$ cat config.mk
export PLATFORM = sky130hd
export DESIGN_NAME = mem_arbiter_flat
export DESIGN_NICKNAME = d
export VERILOG_FILES = /design/src/rtl/mem_arbiter_if.sv /design/src/rtl/mem_arbiter.sv /design/src/flat_wrapper.sv
export SDC_FILE = /design/constraint.sdc
export NUM_CORES = 1
export LEC_CHECK = 0
export BUFFER_PORTS_ARGS = -buffer_cell sky130_fd_sc_hd__buf_2
export CORE_MARGIN = 5
export CORE_UTILIZATION = 57
export DETAILED_ROUTE_END_ITERATION = 6
export GPL_TIMING_DRIVEN = 0
export PLACE_DENSITY = 0.85
export SKIP_CTS_REPAIR_TIMING = 1
export SYNTH_ARGS = -nofsm -noshare
export SYNTH_HDL_FRONTEND = slang
export SYNTH_SLANG_ARGS = --single-unit
$ cat constraint.sdc
create_clock -name clk_in -period 9.1 [get_ports clk_in]
set_clock_uncertainty 0.05 [all_clocks]
set_input_delay 0.91 -clock clk_in [delete_from_list [all_inputs] [get_ports clk_in]]
set_output_delay 0.91 -clock clk_in [all_outputs]
set_load 0.005 [all_outputs]
$ cat src/rtl/mem_arbiter_if.sv
// Bus bundle between the pipeline requesters, the byte-wide RAM and mem_arbiter.
// When IF_ABORT_EN is defined the bundle also carries the IF flush input.
interface mem_arbiter_if #(
    parameter int ADDR_WIDTH = 32
);
    logic                  rdy_in;

    logic                  if_req_in;
    logic [ADDR_WIDTH-1:0] if_addr_in;
    logic                  if_done_out;
    logic [31:0]           if_inst_out;
`ifdef IF_ABORT_EN
    logic                  if_abort_in;
`endif

    logic                  mem_req_in;
    logic                  mem_we_in;
    logic [1:0]            mem_len_in;
    logic [ADDR_WIDTH-1:0] mem_addr_in;
    logic [31:0]           mem_wdata_in;
    logic                  mem_done_out;
    logic [31:0]           mem_rdata_out;

    logic                  stallreq_if_out;
    logic                  stallreq_mem_out;

    logic [7:0]            ram_din;
    logic [7:0]            ram_dout;
    logic [ADDR_WIDTH-1:0] ram_a;
    logic                  ram_wr;

    // The arbiter side: it receives requests and drives the RAM port.
    modport slave (
        input  rdy_in,
        input  if_req_in, if_addr_in,
`ifdef IF_ABORT_EN
        input  if_abort_in,
`endif
        output if_done_out, if_inst_out,
        input  mem_req_in, mem_we_in, mem_len_in, mem_addr_in, mem_wdata_in,
        output mem_done_out, mem_rdata_out,
        output stallreq_if_out, stallreq_mem_out,
        input  ram_din,
        output ram_dout, ram_a, ram_wr
    );

    modport master (
        output rdy_in,
        output if_req_in, if_addr_in,
`ifdef IF_ABORT_EN
        output if_abort_in,
`endif
        input  if_done_out, if_inst_out,
        output mem_req_in, mem_we_in, mem_len_in, mem_addr_in, mem_wdata_in,
        input  mem_done_out, mem_rdata_out,
        input  stallreq_if_out, stallreq_mem_out,
        output ram_din,
        input  ram_dout, ram_a, ram_wr
    );
endinterface

$ cat src/rtl/mem_arbiter.sv
// Arbitrates IF fetches and MEM loads/stores onto one byte-wide RAM port, one transfer at a time.
// Optional macro IF_ABORT_EN adds if_abort_in, which cancels an in-flight IF read.
module mem_arbiter #(
    parameter int ADDR_WIDTH = 32,
    parameter int MEM_FIRST  = 1
) (
    input logic          clk_in,
    input logic          rst_in,
    mem_arbiter_if.slave bus
);
    typedef enum logic [1:0] {IDLE, RD, WR, DONE} state_t;

    state_t                state;
    state_t                next_state;

    logic                  owner_mem_q;
    logic [ADDR_WIDTH-1:0] base_q;
    logic [2:0]            nbytes_q;
    logic [2:0]            cnt_q;
    logic [31:0]           wdata_q;
    logic [31:0]           rdbuf_q;
    logic                  if_done_q;
    logic                  mem_done_q;
    logic [31:0]           if_inst_q;
    logic [31:0]           mem_rdata_q;

    logic                  if_eligible;
    logic                  grant_mem;
    logic                  grant_if;
    logic                  abort_now;
    logic                  last_rd;
    logic                  last_wr;
    logic [2:0]            mem_nbytes;
    logic [ADDR_WIDTH-1:0] cur_addr;
    logic [31:0]           rdbuf_next;
    logic [7:0]            wr_byte;

    always_comb begin
        mem_nbytes = 3'd4;
        case (bus.mem_len_in)
            2'b00:   mem_nbytes = 3'd1;
            2'b01:   mem_nbytes = 3'd2;
            default: mem_nbytes = 3'd4;
        endcase
    end

    always_comb begin
        if_eligible = bus.if_req_in;
        abort_now   = 1'b0;
`ifdef IF_ABORT_EN
        if_eligible = bus.if_req_in && !bus.if_abort_in;
        abort_now   = (state == RD) && !owner_mem_q && bus.if_abort_in;
`endif
        grant_mem   = bus.mem_req_in && ((MEM_FIRST != 0) || !if_eligible);
        grant_if    = if_eligible && !grant_mem;
    end

    always_ff @(posedge clk_in or posedge rst_in) begin
        if (rst_in) begin
            state <= IDLE;
        end else begin
            state <= next_state;
        end
    end

    // A read stays in RD one cycle past its last address to capture the trailing byte.
    always_comb begin
        next_state = state;
        last_rd    = (cnt_q == nbytes_q);
        last_wr    = (cnt_q == nbytes_q - 3'd1);
        if (bus.rdy_in) begin
            case (state)
                IDLE: begin
                    if (grant_mem) begin
                        next_state = bus.mem_we_in ? WR : RD;
                    end else if (grant_if) begin
                        next_state = RD;
                    end
                end
                RD: begin
                    if (abort_now) begin
                        next_state = IDLE;
                    end else if (last_rd) begin
                        next_state = DONE;
                    end
                end
                WR: begin
                    if (last_wr) begin
                        next_state = DONE;
                    end
                end
                DONE:    next_state = IDLE;
                default: next_state = IDLE;
            endcase
        end
    end

    always_comb begin
        cur_addr   = base_q + ADDR_WIDTH'(cnt_q);
        rdbuf_next = rdbuf_q;
        case (cnt_q)
            3'd1:    rdbuf_next[7:0]   = bus.ram_din;
            3'd2:    rdbuf_next[15:8]  = bus.ram_din;
            3'd3:    rdbuf_next[23:16] = bus.ram_din;
            3'd4:    rdbuf_next[31:24] = bus.ram_din;
            default: rdbuf_next = rdbuf_q;
        endcase
        wr_byte = wdata_q[7:0];
        case (cnt_q[1:0])
            2'd0:    wr_byte = wdata_q[7:0];
            2'd1:    wr_byte = wdata_q[15:8];
            2'd2:    wr_byte = wdata_q[23:16];
            default: wr_byte = wdata_q[31:24];
        endcase
    end

    // RAM port is idle (all zero) outside a transfer; writes are masked while frozen.
    always_comb begin
        bus.ram_a    = '0;
        bus.ram_dout = 8'h00;
        bus.ram_wr   = 1'b0;
        if ((state == RD) && (cnt_q < nbytes_q)) begin
            bus.ram_a = cur_addr;
        end else if (state == WR) begin
            bus.ram_a    = cur_addr;
            bus.ram_dout = wr_byte;
            bus.ram_wr   = bus.rdy_in;
        end
    end

    always_ff @(posedge clk_in or posedge rst_in) begin
        if (rst_in) begin
            owner_mem_q <= 1'b0;
            base_q      <= '0;
            nbytes_q    <= 3'd0;
            cnt_q       <= 3'd0;
            wdata_q     <= 32'h0;
            rdbuf_q     <= 32'h0;
            if_done_q   <= 1'b0;
            mem_done_q  <= 1'b0;
            if_inst_q   <= 32'h0;
            mem_rdata_q <= 32'h0;
        end else if (bus.rdy_in) begin
            if_done_q  <= 1'b0;
            mem_done_q <= 1'b0;
            case (state)
                IDLE: begin
                    cnt_q   <= 3'd0;
                    rdbuf_q <= 32'h0;
                    if (grant_mem) begin
                        owner_mem_q <= 1'b1;
                        base_q      <= bus.mem_addr_in;
                        nbytes_q    <= mem_nbytes;
                        wdata_q     <= bus.mem_wdata_in;
                    end else if (grant_if) begin
                        owner_mem_q <= 1'b0;
                        base_q      <= bus.if_addr_in;
                        nbytes_q    <= 3'd4;
                    end
                end
                RD: begin
                    if (!abort_now) begin
                        cnt_q   <= cnt_q + 3'd1;
                        rdbuf_q <= rdbuf_next;
                        if (last_rd) begin
                            if (owner_mem_q) begin
                                mem_done_q  <= 1'b1;
                                mem_rdata_q <= rdbuf_next;
                            end else begin
                                if_done_q <= 1'b1;
                                if_inst_q <= rdbuf_next;
                            end
                        end
                    end
                end
                WR: begin
                    cnt_q <= cnt_q + 3'd1;
                    if (last_wr) begin
                        mem_done_q <= 1'b1;
                    end
                end
                DONE: begin
                end
                default: begin
                end
            endcase
        end
    end

    assign bus.if_done_out      = if_done_q;
    assign bus.if_inst_out      = if_inst_q;
    assign bus.mem_done_out     = mem_done_q;
    assign bus.mem_rdata_out    = mem_rdata_q;
    assign bus.stallreq_if_out  = bus.if_req_in && !if_done_q;
    assign bus.stallreq_mem_out = bus.mem_req_in && !mem_done_q;
endmodule
$ cat src/flat_wrapper.sv
// flat-port wrapper written by rule: the top's interface ports become plain ports
module mem_arbiter_flat 
#(
    parameter int ADDR_WIDTH = 32,
    parameter int MEM_FIRST  = 1
)
  (clk_in, rst_in, bus_rdy_in, bus_if_req_in, bus_if_addr_in, bus_if_done_out, bus_if_inst_out, bus_mem_req_in, bus_mem_we_in, bus_mem_len_in, bus_mem_addr_in, bus_mem_wdata_in, bus_mem_done_out, bus_mem_rdata_out, bus_stallreq_if_out, bus_stallreq_mem_out, bus_ram_din, bus_ram_dout, bus_ram_a, bus_ram_wr);
  mem_arbiter_if #(.ADDR_WIDTH(ADDR_WIDTH)) bus_i ();
  input logic clk_in;
  input logic rst_in;
  input wire logic [$bits(bus_i.rdy_in)-1:0] bus_rdy_in;
  input wire logic [$bits(bus_i.if_req_in)-1:0] bus_if_req_in;
  input wire logic [$bits(bus_i.if_addr_in)-1:0] bus_if_addr_in;
  output wire logic [$bits(bus_i.if_done_out)-1:0] bus_if_done_out;
  output wire logic [$bits(bus_i.if_inst_out)-1:0] bus_if_inst_out;
  input wire logic [$bits(bus_i.mem_req_in)-1:0] bus_mem_req_in;
  input wire logic [$bits(bus_i.mem_we_in)-1:0] bus_mem_we_in;
  input wire logic [$bits(bus_i.mem_len_in)-1:0] bus_mem_len_in;
  input wire logic [$bits(bus_i.mem_addr_in)-1:0] bus_mem_addr_in;
  input wire logic [$bits(bus_i.mem_wdata_in)-1:0] bus_mem_wdata_in;
  output wire logic [$bits(bus_i.mem_done_out)-1:0] bus_mem_done_out;
  output wire logic [$bits(bus_i.mem_rdata_out)-1:0] bus_mem_rdata_out;
  output wire logic [$bits(bus_i.stallreq_if_out)-1:0] bus_stallreq_if_out;
  output wire logic [$bits(bus_i.stallreq_mem_out)-1:0] bus_stallreq_mem_out;
  input wire logic [$bits(bus_i.ram_din)-1:0] bus_ram_din;
  output wire logic [$bits(bus_i.ram_dout)-1:0] bus_ram_dout;
  output wire logic [$bits(bus_i.ram_a)-1:0] bus_ram_a;
  output wire logic [$bits(bus_i.ram_wr)-1:0] bus_ram_wr;
  assign bus_i.rdy_in = bus_rdy_in;
  assign bus_i.if_req_in = bus_if_req_in;
  assign bus_i.if_addr_in = bus_if_addr_in;
  assign bus_if_done_out = bus_i.if_done_out;
  assign bus_if_inst_out = bus_i.if_inst_out;
  assign bus_i.mem_req_in = bus_mem_req_in;
  assign bus_i.mem_we_in = bus_mem_we_in;
  assign bus_i.mem_len_in = bus_mem_len_in;
  assign bus_i.mem_addr_in = bus_mem_addr_in;
  assign bus_i.mem_wdata_in = bus_mem_wdata_in;
  assign bus_mem_done_out = bus_i.mem_done_out;
  assign bus_mem_rdata_out = bus_i.mem_rdata_out;
  assign bus_stallreq_if_out = bus_i.stallreq_if_out;
  assign bus_stallreq_mem_out = bus_i.stallreq_mem_out;
  assign bus_i.ram_din = bus_ram_din;
  assign bus_ram_dout = bus_i.ram_dout;
  assign bus_ram_a = bus_i.ram_a;
  assign bus_ram_wr = bus_i.ram_wr;
  mem_arbiter #(.ADDR_WIDTH(ADDR_WIDTH), .MEM_FIRST(MEM_FIRST)) u_core (.clk_in(clk_in), .rst_in(rst_in), .bus(bus_i));
endmodule
==> metrics.cfg, run 1 <==
[status]
status=completed

[floorplanning]
coreArea_mm2=0.0145
start_util_pct=57.7
die_area_mm2=0.0172
ios=221
die_h_um=131
die_w_um=131
rows=44

[place]
portBuffers=211
post-place-ws_ps=5730
place_congestion=0.893
dpl_cell_area_mm2=0.00968
detailed_place_hpwl_um=17200
dp_cells=1229

[routing]
routed-wl-met2_um=11700
met1_length_um=9490
postRouteAntennaNets=0
top_layer_used=met4
dr.first_iter.drc_count=737
route.detailed.drc=0
wl_met3_um=2010
first_pass_iters=6
wl_per_cell_um=18.8
viasPerCell=5.91
dr_total_vias=7441
finalWirelength_um=23700

[finish]
layout-drive-gt1-share_pct=26.2
num-nets-final=1193
final_area_mm2=0.0102
multi_input_area_mm2=0.00376
stdcell_count=1260
area_delta_synth_final_pct=22.5
fillers=1124
regArea_mm2=0.00428

[critical_path]
crit_path_end_kind=output pin
path_cells=ha_1 -> clkbuf_1 -> a21o_1 -> nand2_1 -> clkbuf_1 -> or4_1 -> a21oi_1 -> buf_2
cp_max_fo=10
critPathMostFrequentCell=clkbuf_1
worstPathRequired_ps=8140
crit_slowest_cell=or4_1
setup.worst_path.start=u_core.cnt_q[2]
cp_slowest_stage_delay_ps=520
crit_type=reg -> out
cp_top_family=simple AND/OR/NAND/NOR gates
critPathBufInv=3
crit_arrival_ps=2910
r2r_start=u_core.cnt_q[1]
worstSetupStartpointType=flip-flop

[power]
p_leak_nw=5.11
p_seq_share_pct=40.0
cellPowerDensity_mw_per_mm2=328
ir_drop_mv=0.164
pwr-share-comb_pct=39.3
power_frac_clock_pct=20.7
internal-power_mw=2.08
swShare_pct=38.0
p_switching_mw=1.28

[timing]
whs_ps=417
hold_viol=0
setup_viol=0
setup_ws_ps=5230
relSlewSlack_pct=37.8
fin_tns_setup_ps=0
finalCritPeriodShare_pct=42.6
period_needed_ps=3870
rsz0062_at_grt=no
fmax_ghz=0.258
finalMaxSlewViolations=0
tightest_slew_ps=926

[logic_synthesis]
synth-seq-cells=171
synth_top_flop_cell=dfrtp_1
synth-edff-count=0
yosys.area.top_type=dfrtp_1
syn_nets=962
netlist-cell-type-count=49
netlist_area_mm2=0.00836
syn_avg_cell_area_um2=10.0
synth_cells=833
synth_top_area_share_pct=51.2
synthTopCellsByArea=dfrtp_1, mux2i_1, a21oi_1
ys_seq_area_share_pct=51.2
synthArstFlopShare_pct=100
ys_warn_count=0

[cts]
cts_max_path_buffers=2
h-tree-depth=4
clk_latency_ps=420
cts_tree=yes
cts.reportedPaths.clkPinSlew_ps=60
cts_made_buffers=17
clkSinkCount=171
root_buffer=clkbuf_16

[grt]
overflow=0
grt_pass1_vias=7242
grtUsageTotal_pct=27.7
grt_max_degree=129
grt_pass1_wl_um=36900
antenna_found_initial=1

[flow_run]
maxCapViolCount=0

[hold_path]
worstHoldPathType=in -> async

## cells in the final DEF (no fill, tap or decap), drive strengths merged, types with 2 or more instances in the layout
cell,n
clkinvlp,2
or4,15
mux2i,58
nand3,13
a21o,3
nor4,2
nand4,10
mux2,33
and4,4
o21a,2
nor2b,14
dfrtp,171
bufinv,2
a21oi,79
xor2,4
clkinv,5
nand2b,4
a22o,25
a222oi,8
o31ai,16
o21ai,84
nand2,92
buf,221
nor3,2
a211oi,2
clkbuf,72
and3,3
xnor2,9
nor2,70
ha,16
inv,20
## power groups by stage
stage / Combinational (mW) / Sequential, mW / Clock, mW
finish: 1.32 / 1.35 / 0.694
global route: 1.49 / 1.38 / 0.732
CTS: 1.33 / 1.34 / 0.701
detailed placement: 1.31 / 1.34 / 0
global placement: 1.26 / 1.33 / 0
floorplan: 0.835 / 1.30 / 0
## state kept, by name (all words and copies together), names as in the netlist
signal,flops
u_core.wdata_q,32
u_core.base_q,32
u_core.owner_mem_q,1
u_core.bus.mem_rdata_out,32
u_core.bus.mem_done_out,1
u_core.bus.if_done_out,1
u_core.cnt_q,3
u_core.rdbuf_q,32
u_core.nbytes_q,3
u_core.state,2
u_core.bus.if_inst_out,32
## logic make-up after synthesis
group,share of synthesized area [%]
and+or+nand+nor,13.1
adders and majority gates,2.64
buffers and inverters,3.82
muxes,11.4
xor gates and xnor gates,1.65
AOI/OAI and AO/OA,16.2
DFF,51.2
## cell type report
cell class | count | share of cell area, %
diodes | 1 | 0.0244
plain buffers | 61 | 2.42
flip-flops and latches | 171 | 41.8
clock buffers | 20 | 4.27
repair buffers | 212 | 10.6
well taps | 184 | 2.25
inverters | 19 | 0.770
multi-input cells | 582 | 36.7
clock inverters | 10 | 1.17
## final timing paths
| check | endpoint | cells after the start | slack, ps |
|---|---|---|---|
| setup / recovery | bus_ram_a[30] | 8 | 5230 |
| hold / removal | u_core.wdata_q[0] | 2 | 420 |
| setup reg to reg | u_core.rdbuf_q[3] | 8 | 6320 |
| hold reg to reg | u_core.rdbuf_q[17] | 2 | 430 |
| max in group asynchronous | u_core.base_q[16] | 3 | 7670 |
| min in group clk_in | u_core.rdbuf_q[17] | 2 | 430 |
## worst register-to-register path, delay by kind of cell, from the launching register on
family / cells / cell delay (ps)
AOI/OAI and AO/OA: 2 / 790
buffers and inverters: 3 / 890
DFF: 1 / 550
and+or+nand+nor: 2 / 240
adders and majority gates: 1 / 190
## per-layer routing
layer  vias to the layer above  global-route usage (%)
met5                         -                       0
met4                         0                    7.56
met3                        37                    4.86
met2                       338                    46.4
met1                      3642                    37.4
li1                       3424                       -
## metrics by stage
step	utilization [%]	power, mW
after floorplan	-	2.14
after global placement	66.6	2.59
after detailed placement	66.8	2.66
after CTS	70.7	3.37
after global routing	70.7	3.60
final	70.7	3.36
## Yosys cell counts, types with 14 or more instances
library cell / n
a22o_1: 25
nor2_1: 70
mux2_2: 33
a21oi_1: 79
mux2i_1: 58
nand2_1: 92
o21ai_0: 79
clkbuf_1: 51
nor2b_1: 14
ha_1: 16
inv_1: 19
dfrtp_1: 171
or4_1: 14
o31ai_1: 16
Power figures use the tool's default switching activity.
==> run 2: changes to the inputs <==
--- a/config.mk
+++ b/config.mk
@@ -7,10 +7,10 @@
 export LEC_CHECK = 0
 export BUFFER_PORTS_ARGS = -buffer_cell sky130_fd_sc_hd__buf_2
 export CORE_MARGIN = 5
-export CORE_UTILIZATION = 57
+export CORE_UTILIZATION = 53
 export DETAILED_ROUTE_END_ITERATION = 6
 export GPL_TIMING_DRIVEN = 0
-export PLACE_DENSITY = 0.85
+export PLACE_DENSITY = 0.8
 export SKIP_CTS_REPAIR_TIMING = 1
 export SYNTH_ARGS = -nofsm -noshare
 export SYNTH_HDL_FRONTEND = slang
==> constraint.sdc (replaced) <==
create_clock -name clk_in -period 3.9 [get_ports clk_in]
set_clock_uncertainty 0.05 [all_clocks]
set_input_delay 0.39 -clock clk_in [delete_from_list [all_inputs] [get_ports clk_in]]
set_output_delay 0.39 -clock clk_in [all_outputs]
set_load 0.005 [all_outputs]
==> metrics.cfg, run 2 (synthesis gave the netlist of run 1 again) <==
[status]
status=complete, but fails checks
violations=design-rule violations

[timing]
tightest_slew_ps=895  ; -31.6 ps
setup_viol=0  ; unchanged
fmax_ghz=0.297
rsz0062_at_grt=no
setup_ws_ps=534  ; -4690 ps
finalCritPeriodShare_pct=86.3
relSlewSlack_pct=40.0  ; +2.1 points
fin_tns_setup_ps=0  ; unchanged
finalMaxSlewViolations=0  ; unchanged
period_needed_ps=3370
hold_viol=0  ; unchanged

[floorplanning]
die_w_um=136  ; +3.4%
start_util_pct=53.4  ; -4.3 points
ios=221  ; unchanged
rows=46  ; +4.5%
die_area_mm2=0.0184  ; +7.0%
die_h_um=136  ; +3.4%
coreArea_mm2=0.0157  ; +8.1%

[routing]
wl_per_cell_um=18.2  ; -3.0%
dr.first_iter.drc_count=652  ; -12%
first_pass_iters=7  ; +1
postRouteAntennaNets=0  ; unchanged
dr_total_vias=7341  ; -1.3%
viasPerCell=5.66  ; -4.2%
finalWirelength_um=23700  ; about the same
route.detailed.drc=4  ; +4

[critical_path]
cp_top_family=adder cells
crit_slowest_cell=dfrtp_1
crit_arrival_ps=2930  ; +20 ps
worstSetupStartpointType=flip-flop
cp_max_fo=10  ; unchanged
crit_type=reg -> out
path_cells=ha_1 -> fa_1 -> a21o_1 -> nand2_1 -> clkbuf_1 -> o31ai_1 -> a21oi_1 -> buf_2
crit_path_end_kind=output pin
critPathBufInv=2  ; -1
cp_slowest_stage_delay_ps=450  ; -70 ps
worstPathRequired_ps=3460  ; -4680 ps

[place]
place_congestion=0.906  ; +1.5%
detailed_place_hpwl_um=17300  ; +0.10%
post-place-ws_ps=1040  ; -4690 ps
portBuffers=211  ; unchanged
dpl_cell_area_mm2=0.00977  ; +0.92%

[power]
swShare_pct=37.7  ; -0.37 points
power_frac_clock_pct=22.9  ; +2.2 points
p_leak_nw=5.18  ; +1.4%
pwr-share-comb_pct=38.2  ; -1.1 points
cellPowerDensity_mw_per_mm2=773  ; +140%
power_mw=8.05  ; +140%
internal-power_mw=5.02  ; +140%
p_switching_mw=3.03  ; +140%
ir_drop_mv=0.389  ; +140%
p_seq_share_pct=38.9  ; -1.1 points

[finish]
final_area_mm2=0.0104  ; +1.8%
fin_util_pct=66.5  ; -4.2 points
multi_input_area_mm2=0.00376  ; unchanged
area_delta_synth_final_pct=24.7
fillers=1301  ; +16%
regArea_mm2=0.00428  ; unchanged
layout_common_cells=buf_2, dfrtp_1, nand2_1, a21oi_1, o21ai_0
num-nets-final=1197  ; +0.34%
layout-drive-gt1-share_pct=26.7  ; +0.50 points
layout_commonest_cell=buf_2

[grt]
overflow=0  ; unchanged
grt_max_degree=45  ; -65%
grt_pass1_wl_um=37700  ; +2.2%
grt_pass1_vias=7223  ; -0.26%
antenna_found_initial=1  ; unchanged
grtUsageTotal_pct=26.2  ; -1.5 points

[cts]
cts_tree=yes
clk_latency_ps=430  ; about the same
root_buffer=clkbuf_16
h-tree-depth=4  ; unchanged
cts_max_path_buffers=2  ; unchanged
cts_made_buffers=17  ; unchanged
cts.reportedPaths.clkPinSlew_ps=60  ; about the same
clkSinkCount=171  ; unchanged

[hold_path]
worstHoldPathType=in -> reg

[flow_run]
maxCapViolCount=0  ; unchanged

[run 2: cell count changes in the layout (fill, tap and decap cells not counted), sizes merged]
cell         delta
clkbuf          -2
bufinv          +2
clkinv          -2
buf             +3
dlygate4sd3     +1
inv             +4
[run 2: per-stage QoR]
stage,std cells,hold WS (ps)
floorplan,833,392
global placement,1260,405
detailed placement,1264,415
CTS,1296,-43.1
global route,1298,97.8
finish,1298,114
[run 2: final timing paths]
check                                             startpoint                      endpoint  slack (ps)  cells past startpoint
worst min-delay path                       bus_mem_len_in[1]            u_core.nbytes_q[0]         110                      2
min in group asynchronous                             rst_in  u_core.bus.mem_rdata_out[18]         510                      3
max in group asynchronous                             rst_in             u_core.base_q[31]        2500                      5
worst max-delay path                         u_core.cnt_q[0]                 bus_ram_a[28]         530                      8
worst max register to register               u_core.cnt_q[1]             u_core.rdbuf_q[2]        1120                      8
worst min register to register  u_core.bus.mem_rdata_out[20]  u_core.bus.mem_rdata_out[20]         430                      2
[run 2: final cells by class]
class	instances	share of cell area, %
multi-input combinational	582	36.1
clock buffer	18	4.12
tap	216	2.59
timing repair buffer	216	11.0
antenna	1	0.0240
sequential	171	41.1
buffer	61	2.38
inverter	19	0.721
clock inverter	14	2.01
[run 2: power by group through the flow]
stage / Combinational [mW] / Sequential [mW] / Clock (mW)
2_1_floorplan: 1.95 / 3.03 / 0
3_3_place_gp: 2.95 / 3.10 / 0
3_5_place_dp: 3.05 / 3.13 / 0
4_1_cts: 3.08 / 3.12 / 1.87
5_1_grt: 3.46 / 3.24 / 1.95
6_report: 3.08 / 3.13 / 1.84
[run 2: worst reg2reg max path, delay by kind of cell (launching register included)]
kind / cells / cell delay [ps]
buffers and inverters: 3 / 920
DFF: 1 / 580
adders and majority gates: 1 / 190
and+or+nand+nor: 2 / 260
AOI/OAI and AO/OA: 2 / 710
[run 2: routing by layer]
metal	wire, um	part of all wire, %	vias up	global-route usage, %
met5	0	0	-	0
met4	269	1.1	0	7.22
met3	1680	7.1	34	5.46
met2	11700	50	290	43.2
met1	9970	42	3580	35.3
li1	-	-	3437	-
